**config.mk**
```make
export PLATFORM = sky130hd
export DESIGN_NAME = esm_config_router_flat
export DESIGN_NICKNAME = d
export VERILOG_FILES = /design/src/rtl/esm_config_router_if.sv /design/src/rtl/esm_config_router.sv /design/src/flat_wrapper.sv
export SDC_FILE = /design/constraint.sdc
export NUM_CORES = 1
export LEC_CHECK = 0
export BUFFER_PORTS_ARGS = -buffer_cell sky130_fd_sc_hd__clkbuf_2
export CAP_MARGIN = 20
export CORE_ASPECT_RATIO = 1.1
export CORE_MARGIN = 2
export CORE_UTILIZATION = 56
export DETAILED_ROUTE_END_ITERATION = 10
export MAX_ROUTING_LAYER = met4
export PLACE_DENSITY = 0.89
export SETUP_SLACK_MARGIN = 0.02
export SYNTH_ARGS = -nofsm -noshare
export SYNTH_HDL_FRONTEND = slang
export SYNTH_SLANG_ARGS = --single-unit
```
**constraint.sdc**
```tcl
create_clock -name Clk -period 3.5 [get_ports Clk]
set_input_delay 0.7 -clock Clk [delete_from_list [all_inputs] [get_ports Clk]]
set_output_delay 0.7 -clock Clk [all_outputs]
set_load 0.03 [all_outputs]
```
**src/rtl/esm_config_router_if.sv**
```systemverilog
// Bundle of the ESM control stream, the per-port payload fan-out and the error counters.
// The slave modport is the router's view; the master modport is the view of the stream source and the config sinks.
interface esm_config_router_if #(
    parameter int unsigned NUM_MODULES = 4,
    parameter int unsigned IDX_W       = 6
);
    logic                   S_axis_valid;
    logic [31:0]            S_axis_data;
    logic                   S_axis_last;
    logic                   S_axis_ready;
    logic [NUM_MODULES-1:0] Module_valid;
    logic [31:0]            Module_data;
    logic [7:0]             Module_msg_type;
    logic [IDX_W-1:0]       Module_word_index;
    logic                   Module_last;
    logic [15:0]            Err_bad_magic;
    logic [15:0]            Err_seq;
    logic [15:0]            Err_unknown_module;
    logic [15:0]            Err_short_overlong;

    modport slave (
        input  S_axis_valid, S_axis_data, S_axis_last,
        output S_axis_ready, Module_valid, Module_data, Module_msg_type,
               Module_word_index, Module_last, Err_bad_magic, Err_seq,
               Err_unknown_module, Err_short_overlong
    );

    modport master (
        output S_axis_valid, S_axis_data, S_axis_last,
        input  S_axis_ready, Module_valid, Module_data, Module_msg_type,
               Module_word_index, Module_last, Err_bad_magic, Err_seq,
               Err_unknown_module, Err_short_overlong
    );
endinterface

```
**src/rtl/esm_config_router.sv**
```systemverilog
// ESM control message parser: checks magic/sequence/destination and fans the payload
// out to NUM_MODULES config sinks with registered, single-cycle strobes.
module esm_config_router #(
    parameter int unsigned NUM_MODULES       = 4,
    parameter int unsigned MAX_PAYLOAD_WORDS = 64,
    parameter logic [31:0] MAGIC_NUM         = 32'hE5C0_0F1C,
    parameter logic [7:0]  BROADCAST_ID      = 8'hFF,
    parameter int unsigned IDX_W             = (MAX_PAYLOAD_WORDS > 1) ? $clog2(MAX_PAYLOAD_WORDS) : 1
) (
    input  logic               Clk,
    input  logic               Rst,
    esm_config_router_if.slave bus
);

    typedef enum logic [2:0] {
        S_MAGIC   = 3'd0,
        S_SEQ     = 3'd1,
        S_HDR     = 3'd2,
        S_PAD     = 3'd3,
        S_PAYLOAD = 3'd4,
        S_DROP    = 3'd5
    } state_e;

    localparam logic [IDX_W-1:0]       LAST_IDX = IDX_W'(MAX_PAYLOAD_WORDS - 1);
    localparam logic [NUM_MODULES-1:0] ONE_HOT  = NUM_MODULES'(1);

    function automatic logic [15:0] sat_inc(input logic [15:0] v);
        if (v == 16'hFFFF) begin
            return v;
        end else begin
            return v + 16'd1;
        end
    endfunction

    state_e                 state_q, state_d;
    logic                   ready_q;
    logic                   seq_valid_q, seq_valid_d;
    logic [31:0]            prev_seq_q, prev_seq_d;
    logic [NUM_MODULES-1:0] mask_q, mask_d;
    logic [7:0]             type_q, type_d;
    logic [IDX_W-1:0]       cnt_q, cnt_d;
    logic [NUM_MODULES-1:0] valid_q, valid_d;
    logic [31:0]            data_q, data_d;
    logic [7:0]             otype_q, otype_d;
    logic [IDX_W-1:0]       oidx_q, oidx_d;
    logic                   olast_q, olast_d;
    logic [15:0]            bad_magic_q, bad_magic_d;
    logic [15:0]            seq_err_q, seq_err_d;
    logic [15:0]            unknown_q, unknown_d;
    logic [15:0]            short_q, short_d;

    logic       accept_s;
    logic       last_s;
    logic [7:0] hdr_id_s;

    assign accept_s = bus.S_axis_valid & ready_q;
    assign last_s   = bus.S_axis_last;
    assign hdr_id_s = bus.S_axis_data[31:24];

    // State, context and registered output update
    always_ff @(posedge Clk) begin
        if (Rst) begin
            state_q     <= S_MAGIC;
            ready_q     <= 1'b0;
            seq_valid_q <= 1'b0;
            prev_seq_q  <= 32'd0;
            mask_q      <= '0;
            type_q      <= 8'd0;
            cnt_q       <= '0;
            valid_q     <= '0;
            data_q      <= 32'd0;
            otype_q     <= 8'd0;
            oidx_q      <= '0;
            olast_q     <= 1'b0;
            bad_magic_q <= 16'd0;
            seq_err_q   <= 16'd0;
            unknown_q   <= 16'd0;
            short_q     <= 16'd0;
        end else begin
            state_q     <= state_d;
            ready_q     <= 1'b1;
            seq_valid_q <= seq_valid_d;
            prev_seq_q  <= prev_seq_d;
            mask_q      <= mask_d;
            type_q      <= type_d;
            cnt_q       <= cnt_d;
            valid_q     <= valid_d;
            data_q      <= data_d;
            otype_q     <= otype_d;
            oidx_q      <= oidx_d;
            olast_q     <= olast_d;
            bad_magic_q <= bad_magic_d;
            seq_err_q   <= seq_err_d;
            unknown_q   <= unknown_d;
            short_q     <= short_d;
        end
    end

    // Message parser: next state, header context, payload forwarding and error counts
    always_comb begin
        state_d     = state_q;
        seq_valid_d = seq_valid_q;
        prev_seq_d  = prev_seq_q;
        mask_d      = mask_q;
        type_d      = type_q;
        cnt_d       = cnt_q;
        valid_d     = '0;
        data_d      = data_q;
        otype_d     = otype_q;
        oidx_d      = oidx_q;
        olast_d     = 1'b0;
        bad_magic_d = bad_magic_q;
        seq_err_d   = seq_err_q;
        unknown_d   = unknown_q;
        short_d     = short_q;

        if (accept_s) begin
            case (state_q)
                S_MAGIC: begin
                    if (bus.S_axis_data == MAGIC_NUM) begin
                        if (last_s) begin
                            short_d = sat_inc(short_q);
                            state_d = S_MAGIC;
                        end else begin
                            state_d = S_SEQ;
                        end
                    end else begin
                        bad_magic_d = sat_inc(bad_magic_q);
                        state_d     = last_s ? S_MAGIC : S_DROP;
                    end
                end
                S_SEQ: begin
                    // A gap is counted but the message is still delivered
                    if (seq_valid_q && (bus.S_axis_data != (prev_seq_q + 32'd1))) begin
                        seq_err_d = sat_inc(seq_err_q);
                    end else begin
                        seq_err_d = seq_err_q;
                    end
                    prev_seq_d  = bus.S_axis_data;
                    seq_valid_d = 1'b1;
                    if (last_s) begin
                        short_d = sat_inc(short_q);
                        state_d = S_MAGIC;
                    end else begin
                        state_d = S_HDR;
                    end
                end
                S_HDR: begin
                    type_d = bus.S_axis_data[23:16];
                    if (hdr_id_s == BROADCAST_ID) begin
                        mask_d = '1;
                    end else if (32'(hdr_id_s) < NUM_MODULES) begin
                        mask_d = ONE_HOT << hdr_id_s;
                    end else begin
                        mask_d    = '0;
                        unknown_d = sat_inc(unknown_q);
                    end
                    if (last_s) begin
                        short_d = sat_inc(short_q);
                        state_d = S_MAGIC;
                    end else if (mask_d == '0) begin
                        state_d = S_DROP;
                    end else begin
                        state_d = S_PAD;
                    end
                end
                S_PAD: begin
                    cnt_d = '0;
                    if (last_s) begin
                        short_d = sat_inc(short_q);
                        state_d = S_MAGIC;
                    end else begin
                        state_d = S_PAYLOAD;
                    end
                end
                S_PAYLOAD: begin
                    valid_d = mask_q;
                    data_d  = bus.S_axis_data;
                    otype_d = type_q;
                    oidx_d  = cnt_q;
                    olast_d = last_s | (cnt_q == LAST_IDX);
                    if (last_s) begin
                        state_d = S_MAGIC;
                    end else if (cnt_q == LAST_IDX) begin
                        short_d = sat_inc(short_q);
                        state_d = S_DROP;
                    end else begin
                        cnt_d = cnt_q + IDX_W'(1);
                    end
                end
                S_DROP: begin
                    state_d = last_s ? S_MAGIC : S_DROP;
                end
                default: begin
                    state_d = S_MAGIC;
                end
            endcase
        end else begin
            state_d = state_q;
        end
    end

    assign bus.S_axis_ready       = ready_q;
    assign bus.Module_valid       = valid_q;
    assign bus.Module_data        = data_q;
    assign bus.Module_msg_type    = otype_q;
    assign bus.Module_word_index  = oidx_q;
    assign bus.Module_last        = olast_q;
    assign bus.Err_bad_magic      = bad_magic_q;
    assign bus.Err_seq            = seq_err_q;
    assign bus.Err_unknown_module = unknown_q;
    assign bus.Err_short_overlong = short_q;

endmodule

```
**src/flat_wrapper.sv**
```systemverilog
// flat-port wrapper written by rule: the top's interface ports become plain ports
module esm_config_router_flat 
#(
    parameter int unsigned NUM_MODULES       = 4,
    parameter int unsigned MAX_PAYLOAD_WORDS = 64,
    parameter logic [31:0] MAGIC_NUM         = 32'hE5C0_0F1C,
    parameter logic [7:0]  BROADCAST_ID      = 8'hFF,
    parameter int unsigned IDX_W             = (MAX_PAYLOAD_WORDS > 1) ? $clog2(MAX_PAYLOAD_WORDS) : 1
)
  (Clk, Rst, bus_S_axis_valid, bus_S_axis_data, bus_S_axis_last, bus_S_axis_ready, bus_Module_valid, bus_Module_data, bus_Module_msg_type, bus_Module_word_index, bus_Module_last, bus_Err_bad_magic, bus_Err_seq, bus_Err_unknown_module, bus_Err_short_overlong);
  esm_config_router_if #(.NUM_MODULES(NUM_MODULES), .IDX_W(IDX_W)) bus_i ();
  input  logic Clk;
  input  logic Rst;
  input wire logic [$bits(bus_i.S_axis_valid)-1:0] bus_S_axis_valid;
  input wire logic [$bits(bus_i.S_axis_data)-1:0] bus_S_axis_data;
  input wire logic [$bits(bus_i.S_axis_last)-1:0] bus_S_axis_last;
  output wire logic [$bits(bus_i.S_axis_ready)-1:0] bus_S_axis_ready;
  output wire logic [$bits(bus_i.Module_valid)-1:0] bus_Module_valid;
  output wire logic [$bits(bus_i.Module_data)-1:0] bus_Module_data;
  output wire logic [$bits(bus_i.Module_msg_type)-1:0] bus_Module_msg_type;
  output wire logic [$bits(bus_i.Module_word_index)-1:0] bus_Module_word_index;
  output wire logic [$bits(bus_i.Module_last)-1:0] bus_Module_last;
  output wire logic [$bits(bus_i.Err_bad_magic)-1:0] bus_Err_bad_magic;
  output wire logic [$bits(bus_i.Err_seq)-1:0] bus_Err_seq;
  output wire logic [$bits(bus_i.Err_unknown_module)-1:0] bus_Err_unknown_module;
  output wire logic [$bits(bus_i.Err_short_overlong)-1:0] bus_Err_short_overlong;
  assign bus_i.S_axis_valid = bus_S_axis_valid;
  assign bus_i.S_axis_data = bus_S_axis_data;
  assign bus_i.S_axis_last = bus_S_axis_last;
  assign bus_S_axis_ready = bus_i.S_axis_ready;
  assign bus_Module_valid = bus_i.Module_valid;
  assign bus_Module_data = bus_i.Module_data;
  assign bus_Module_msg_type = bus_i.Module_msg_type;
  assign bus_Module_word_index = bus_i.Module_word_index;
  assign bus_Module_last = bus_i.Module_last;
  assign bus_Err_bad_magic = bus_i.Err_bad_magic;
  assign bus_Err_seq = bus_i.Err_seq;
  assign bus_Err_unknown_module = bus_i.Err_unknown_module;
  assign bus_Err_short_overlong = bus_i.Err_short_overlong;
  esm_config_router #(.NUM_MODULES(NUM_MODULES), .MAX_PAYLOAD_WORDS(MAX_PAYLOAD_WORDS), .MAGIC_NUM(MAGIC_NUM), .BROADCAST_ID(BROADCAST_ID), .IDX_W(IDX_W)) u_core (.Clk(Clk), .Rst(Rst), .bus(bus_i));
endmodule
```
# After elaboration in Yosys (flattened, before gate mapping)
# Index checks and enable logic that the tools add are counted.
[totals]
reg_bits = 170
out_inout_bits = 116
[op_classes]
add_sub_neg = 6
n_lt_le_gt_ge = 1
eq_ne = 18
shifts = 1
mux = 24
n_bitwise = 10
n_reduce_logical = 16
[ops]
columns = ["op", "n"]
rows = [
  ["$mux 16", 5],
  ["$add 16x1->16 const B", 4],
  ["$eq 16x16->1 const B", 4],
  ["$pmux 16 s3", 1],
  ["$add 32x1->32 const B", 1],
  ["$eq 32x32->1 const B", 1],
  ["$ne 32x32->1", 1],
  ["$mux 3", 7],
  ["$pmux 3 s6", 1],
  ["$mux 4", 4],
  ["$mux 6", 2],
  ["$pmux 6 s2", 1],
  ["$reduce_and 4->1", 3],
  ["$reduce_and 5->1", 2],
  ["$eq 8x8->1 const B", 1],
  ["$lt 8x3->1 const B", 1],
  ["$not 1->1", 8],
  ["$reduce_and 2->1", 4],
  ["$shl 1x8->4 const A", 1],
  ["$add 6x1->6 const B", 1],
  ["$eq 3x2->1 const B", 2],
  ["$eq 3x3->1 const B", 2],
  ["$eq 6x6->1 const B", 1],
  ["$reduce_or 3->1", 2],
  ["13 further kinds", 16],
]

# Longest topological paths before layout
[logic_depth]
depth_word = 9
ltp_mapped = 13
mapped_depth_nobuf = 10

# Worst setup path after synthesis
# Ideal clock, no wire load.
[synth_timing]
path_type = "input port to flip-flop"
from = "input port bus_S_axis_data[30]"
to = "register u_core.seq_err_q[0] (netlist: u_core.bus.Err_seq[0])"
arrival_ps = 2976
slack_ps = 403
cell_stages = 10
n_path_buf = 1
cell_sequence = "xnor2_1 -> or4_1 -> a211oi_1 -> a21boi_0 -> a2111oi_0 -> nand4_1 -> a2111oi_2 -> buf_6 -> nor2_1 -> mux2_4"
[synth_between]
elab_chain_len = 3
[synth_rtl]
columns = ["element", "line_no", "source"]
rows = [
  ["start, declared", "flat_wrapper.sv:15", "input wire logic [$bits(bus_i.S_axis_data)-1:0] bus_S_axis_data;"],
  ["$ne 32x32->1", "esm_config_router.sv:134", "if (seq_valid_q && (bus.S_axis_data != (prev_seq_q + 32'd1))) begin"],
  ["$logic_and 1x1->1", "esm_config_router.sv:134", ""],
  ["$reduce_and 4->1 (no line)", "n/a", ""],
  ["end signal, assigned", "esm_config_router.sv:93", "seq_err_q <= seq_err_d;"],
  ["end, declared", "esm_config_router.sv:48", "logic [15:0] seq_err_q, seq_err_d;"],
]
# Every way passes these cells.
# A chain may end at the register's enable or synchronous reset.

# Worst setup path after layout
[layout_timing]
from = "register u_core.prev_seq_q[12]"
to = "register u_core.seq_err_q[4] (netlist: u_core.bus.Err_seq[4])"
[layout_between]
elab_chain_len = 4
[layout_rtl]
columns = ["element", "line_no", "source"]
rows = [
  ["start, declared", "esm_config_router.sv:38", "logic [31:0] prev_seq_q, prev_seq_d;"],
  ["start signal, assigned", "esm_config_router.sv:83", "prev_seq_q <= prev_seq_d;"],
  ["$add 32x1->32", "esm_config_router.sv:134", ""],
  ["$ne 32x32->1", "esm_config_router.sv:134", ""],
  ["$logic_and 1x1->1", "esm_config_router.sv:134", ""],
  ["$reduce_and 4->1 (no line)", "n/a", ""],
]
# Every way passes these cells.

==> flow_summary.toml <==
[run_status]
status = "finished clean"

[cells_and_area]
stdcell_area_sq_mm = 0.009623
nets = 1187
drive_gt1_share_pct = 19.95
syn2layout_area_growth_pct = 20.38
antennaDiodeCount = 0

[timing]
maxSlewHeadroom_pct = 37.29
fmaxAchievable_mhz = 304.1
fin_skew_ns = 0.009697
rsz0062_at_grt = "false"
setup_violations = 0
slew_violations = 0
fin_crit_sh_pct = 93.95
worst_pin_slew_ns = 0.9343
min_period_ns = 3.288
hold_viol = 0
fin_setup_tns_ns = 0

[detailed_routing]
drc = 0
num_vias = 7708
antenna_left = 0
wire_per_inst_um = 15.10
firstDrtPassIters = 5
routed_wl_um = 20330
vias_per_cell = 5.727
drtIter0Drc = 493

[floorplanning]
ioPinCount = 152
die_y_um = 129.3
core-area_sq_mm = 0.01385
die_w_um = 117.9
die_area_sq_mm = 0.01525
initial_utilization_pct = 57.71
rows = 45

[global_route]
antenna_found_initial = 0
overflow = 0
grt_pass1_wl_um = 33280
gr-usage-all-layers_pct = 27.22
grt_pass1_vias = 7164
grt_max_degree = 50

[cts]
clock_latency_ns = 0.43
root_buffer = "clkbuf_16"
htree_levels = 4
clk_pin_slew_ns = 0.07
cts_tree = "yes"
cts.sinks = 170
numCtsBuffers = 17
holdBufCountCts = 0
clock_path_buffers = 2

[logic_synthesis]
yosysWarningCount = 0
yosysTopAreaCell = "dfxtp_1"
avgSynthCellArea_sq_um = 7.923
ys_seq_area_share_pct = 42.57
synth_cell_types = 62
synth_edf_count = 0
ys_async_sr_fraction_pct = 0
syn-cell-area_sq_mm = 0.007994
synth_top_cell_area_share_pct = 42.57
synth_nets = 1051
syn-instance-count = 1009
synth_ff_type = "dfxtp_1"
synth_area_leaders = "dfxtp_1, nand2_1, a21oi_1"
synth-seq-cells = 170

[placed_design]
hpwlAfterDp_um = 14110
io_buffers = 151
dpl-instance-area_sq_mm = 0.008957
finalWeightedCongestion = 0.9531

[hold_path]
hold_end = "u_core.bus.Module_data[20]$_SDFFE_PP0P_"
hp-class = "reg -> reg"
min-delay-start = "u_core.bus.Module_data[20]$_SDFFE_PP0P_"
holdPathStages = 2

[worst_setup_path]
reg2reg_from = "u_core.prev_seq_q[12]$_SDFFE_PP0P_"
ff2ff_setup_slack_ns = 0.21
end_kind = "flip-flop"
worstPathArrival_ns = 3.64
cp-start-kind = "flip-flop"
worst-path-max-fanout = 26
crit_required_ns = 3.85
r2r_end = "u_core.bus.Err_seq[4]$_SDFFE_PP0P_"
worstSetupPathType = "reg -> reg"
rr_worst_depth = 12

[power_and_ir_drop]
peakVddDrop_mv = 0.3887
power.density_mw_per_mm2 = 420.0
total_power_w = 0.004041
cellLeakagePower_nw = 3.660

[run]
max_cap_violations = 0
[cell usage after synthesis, types with 5 or more instances]
library cell and count:
nand2_1 219, dfxtp_1 170, a21oi_1 117, nor2_1 78, clkbuf_1 52, xor2_1 43, xnor2_1 36, nand3_1 34
nand4_1 31, and3_1 25, o21ai_0 20, or4_1 17, inv_1 15, o31ai_1 15, or3_1 13, nor3_1 12
and4_1 8, and2_1 7, nor4_1 7, ha_1 6, mux2i_1 6, a211oi_1 5, buf_2 5, nand2b_1 5
[per-stage QoR]
step / hold slack [ns] / util [%] / setup WS [ns] / instances
floorplan: 0.4274 / - / 0.4029 / 1009
CTS: 0.4488 / 68.95 / 0.1104 / 1343
global placement: 0.4374 / 64.67 / 0.07542 / 1311
finish: 0.4534 / 69.48 / 0.2117 / 1346
global route: 0.4603 / 69.48 / 0.01332 / 1346
detailed placement: 0.4426 / 64.67 / 0.04690 / 1311
[final cells by class]
| cell class | count | area (sq um) |
|---|---|---|
| sequential | 170 | 3405 |
| tap | 188 | 235.2 |
| clock buffer | 17 | 425.4 |
| fill | 1135 | 4228 |
| clock inverter | 15 | 162.7 |
| multi-input combinational | 761 | 4318 |
| inverter | 15 | 56.30 |
| timing repair buffer | 180 | 1021 |
[layer usage]
| layer | up-vias | share of wire (%) | GRT usage [%] | wire [um] |
|---|---|---|---|---|
| met1 | 3603 | 41 | 31.04 | 8345 |
| li1 | 3770 | - | - | - |
| met3 | 61 | 5.9 | 5.458 | 1198 |
| met2 | 274 | 49 | 47.13 | 10050 |
| met4 | 0 | 3.6 | 11.20 | 734 |
| met5 | - | 0 | - | 0 |
[report_power, final]
group	switching (W)	internal (W)
registers	0.0000146	0.00195
clock network	0.000811	0.00106
logic	0.000139	0.0000672
[layout by cell type (no fill, tap or decap), types with 7 or more instances in the layout]
master       n
a21oi_1    117
and2_1       7
and3_1      25
and4_1       8
buf_4       27
clkbuf_16   17
clkbuf_2   150
dfxtp_1    169
inv_1       15
nand2_1    219
nand3_1     33
nand4_1     31
nor2_1      78
nor3_1      10
nor4_1       7
o21ai_0     20
o31ai_1     15
or3_1       13
or4_1       16
xnor2_1     35
xor2_1      43
[worst max-delay path by stage]
stage                                             from                                  to  slack (ns)  cells after the start
CTS                 u_core.prev_seq_q[11]$_SDFFE_PP0P_  u_core.bus.Err_seq[4]$_SDFFE_PP0P_        0.11                     11
global route        u_core.prev_seq_q[12]$_SDFFE_PP0P_  u_core.bus.Err_seq[4]$_SDFFE_PP0P_        0.01                     11
detailed placement                 bus_S_axis_data[30]  u_core.bus.Err_seq[0]$_SDFFE_PP0P_        0.05                     10
global placement                   bus_S_axis_data[30]  u_core.bus.Err_seq[0]$_SDFFE_PP0P_        0.08                     10
finish              u_core.prev_seq_q[12]$_SDFFE_PP0P_  u_core.bus.Err_seq[4]$_SDFFE_PP0P_        0.21                     12
floorplan                          bus_S_axis_data[30]  u_core.bus.Err_seq[0]$_SDFFE_PP0P_        0.40                     10
[sequential cells by signal, indices dropped and copies added, names as in the netlist]
register	count
u_core.bus.Module_data	32
u_core.prev_seq_q	32
u_core.bus.Err_bad_magic	16
u_core.bus.Err_seq	16
u_core.bus.Err_short_overlong	16
u_core.bus.Err_unknown_module	16
u_core.bus.Module_msg_type	8
u_core.type_q	8
u_core.bus.Module_word_index	6
u_core.cnt_q	6
u_core.bus.Module_valid	4
u_core.mask_q	4
u_core.state_q	3
u_core.bus.Module_last	1
u_core.bus.S_axis_ready	1
u_core.seq_valid_q	1
[cell families after synthesis]
kind of cell	Yosys count	synth area share, %
DFF	170	42.57
AOI/OAI and AO/OA	189	13.88
and+or+nand+nor	480	28.89
xor gates and xnor gates	79	8.655
buffers and inverters	78	4.116
adders and majority gates	6	0.9391
muxes	7	0.9391
[repair_timing]
action | in CTS | in global routing
resized for setup | 1 | 6
setup endpoints to repair | 1 | 14
buffers inserted | 0 | 2
pin swaps | 0 | 2
[critical path, stage by stage (launching register included)]
cell,delay (ns)
dfxtp_1,0.41
nand3_2,0.16
or4_4,0.61
buf_4,0.19
nor4_4,0.30
xnor2_1,0.16
a211oi_1,0.11
o22ai_2,0.24
a2111oi_4,0.05
buf_4,0.17
buf_12,0.15
or4_1,0.47
a21oi_1,0.16
Power figures use the tool's default switching activity.
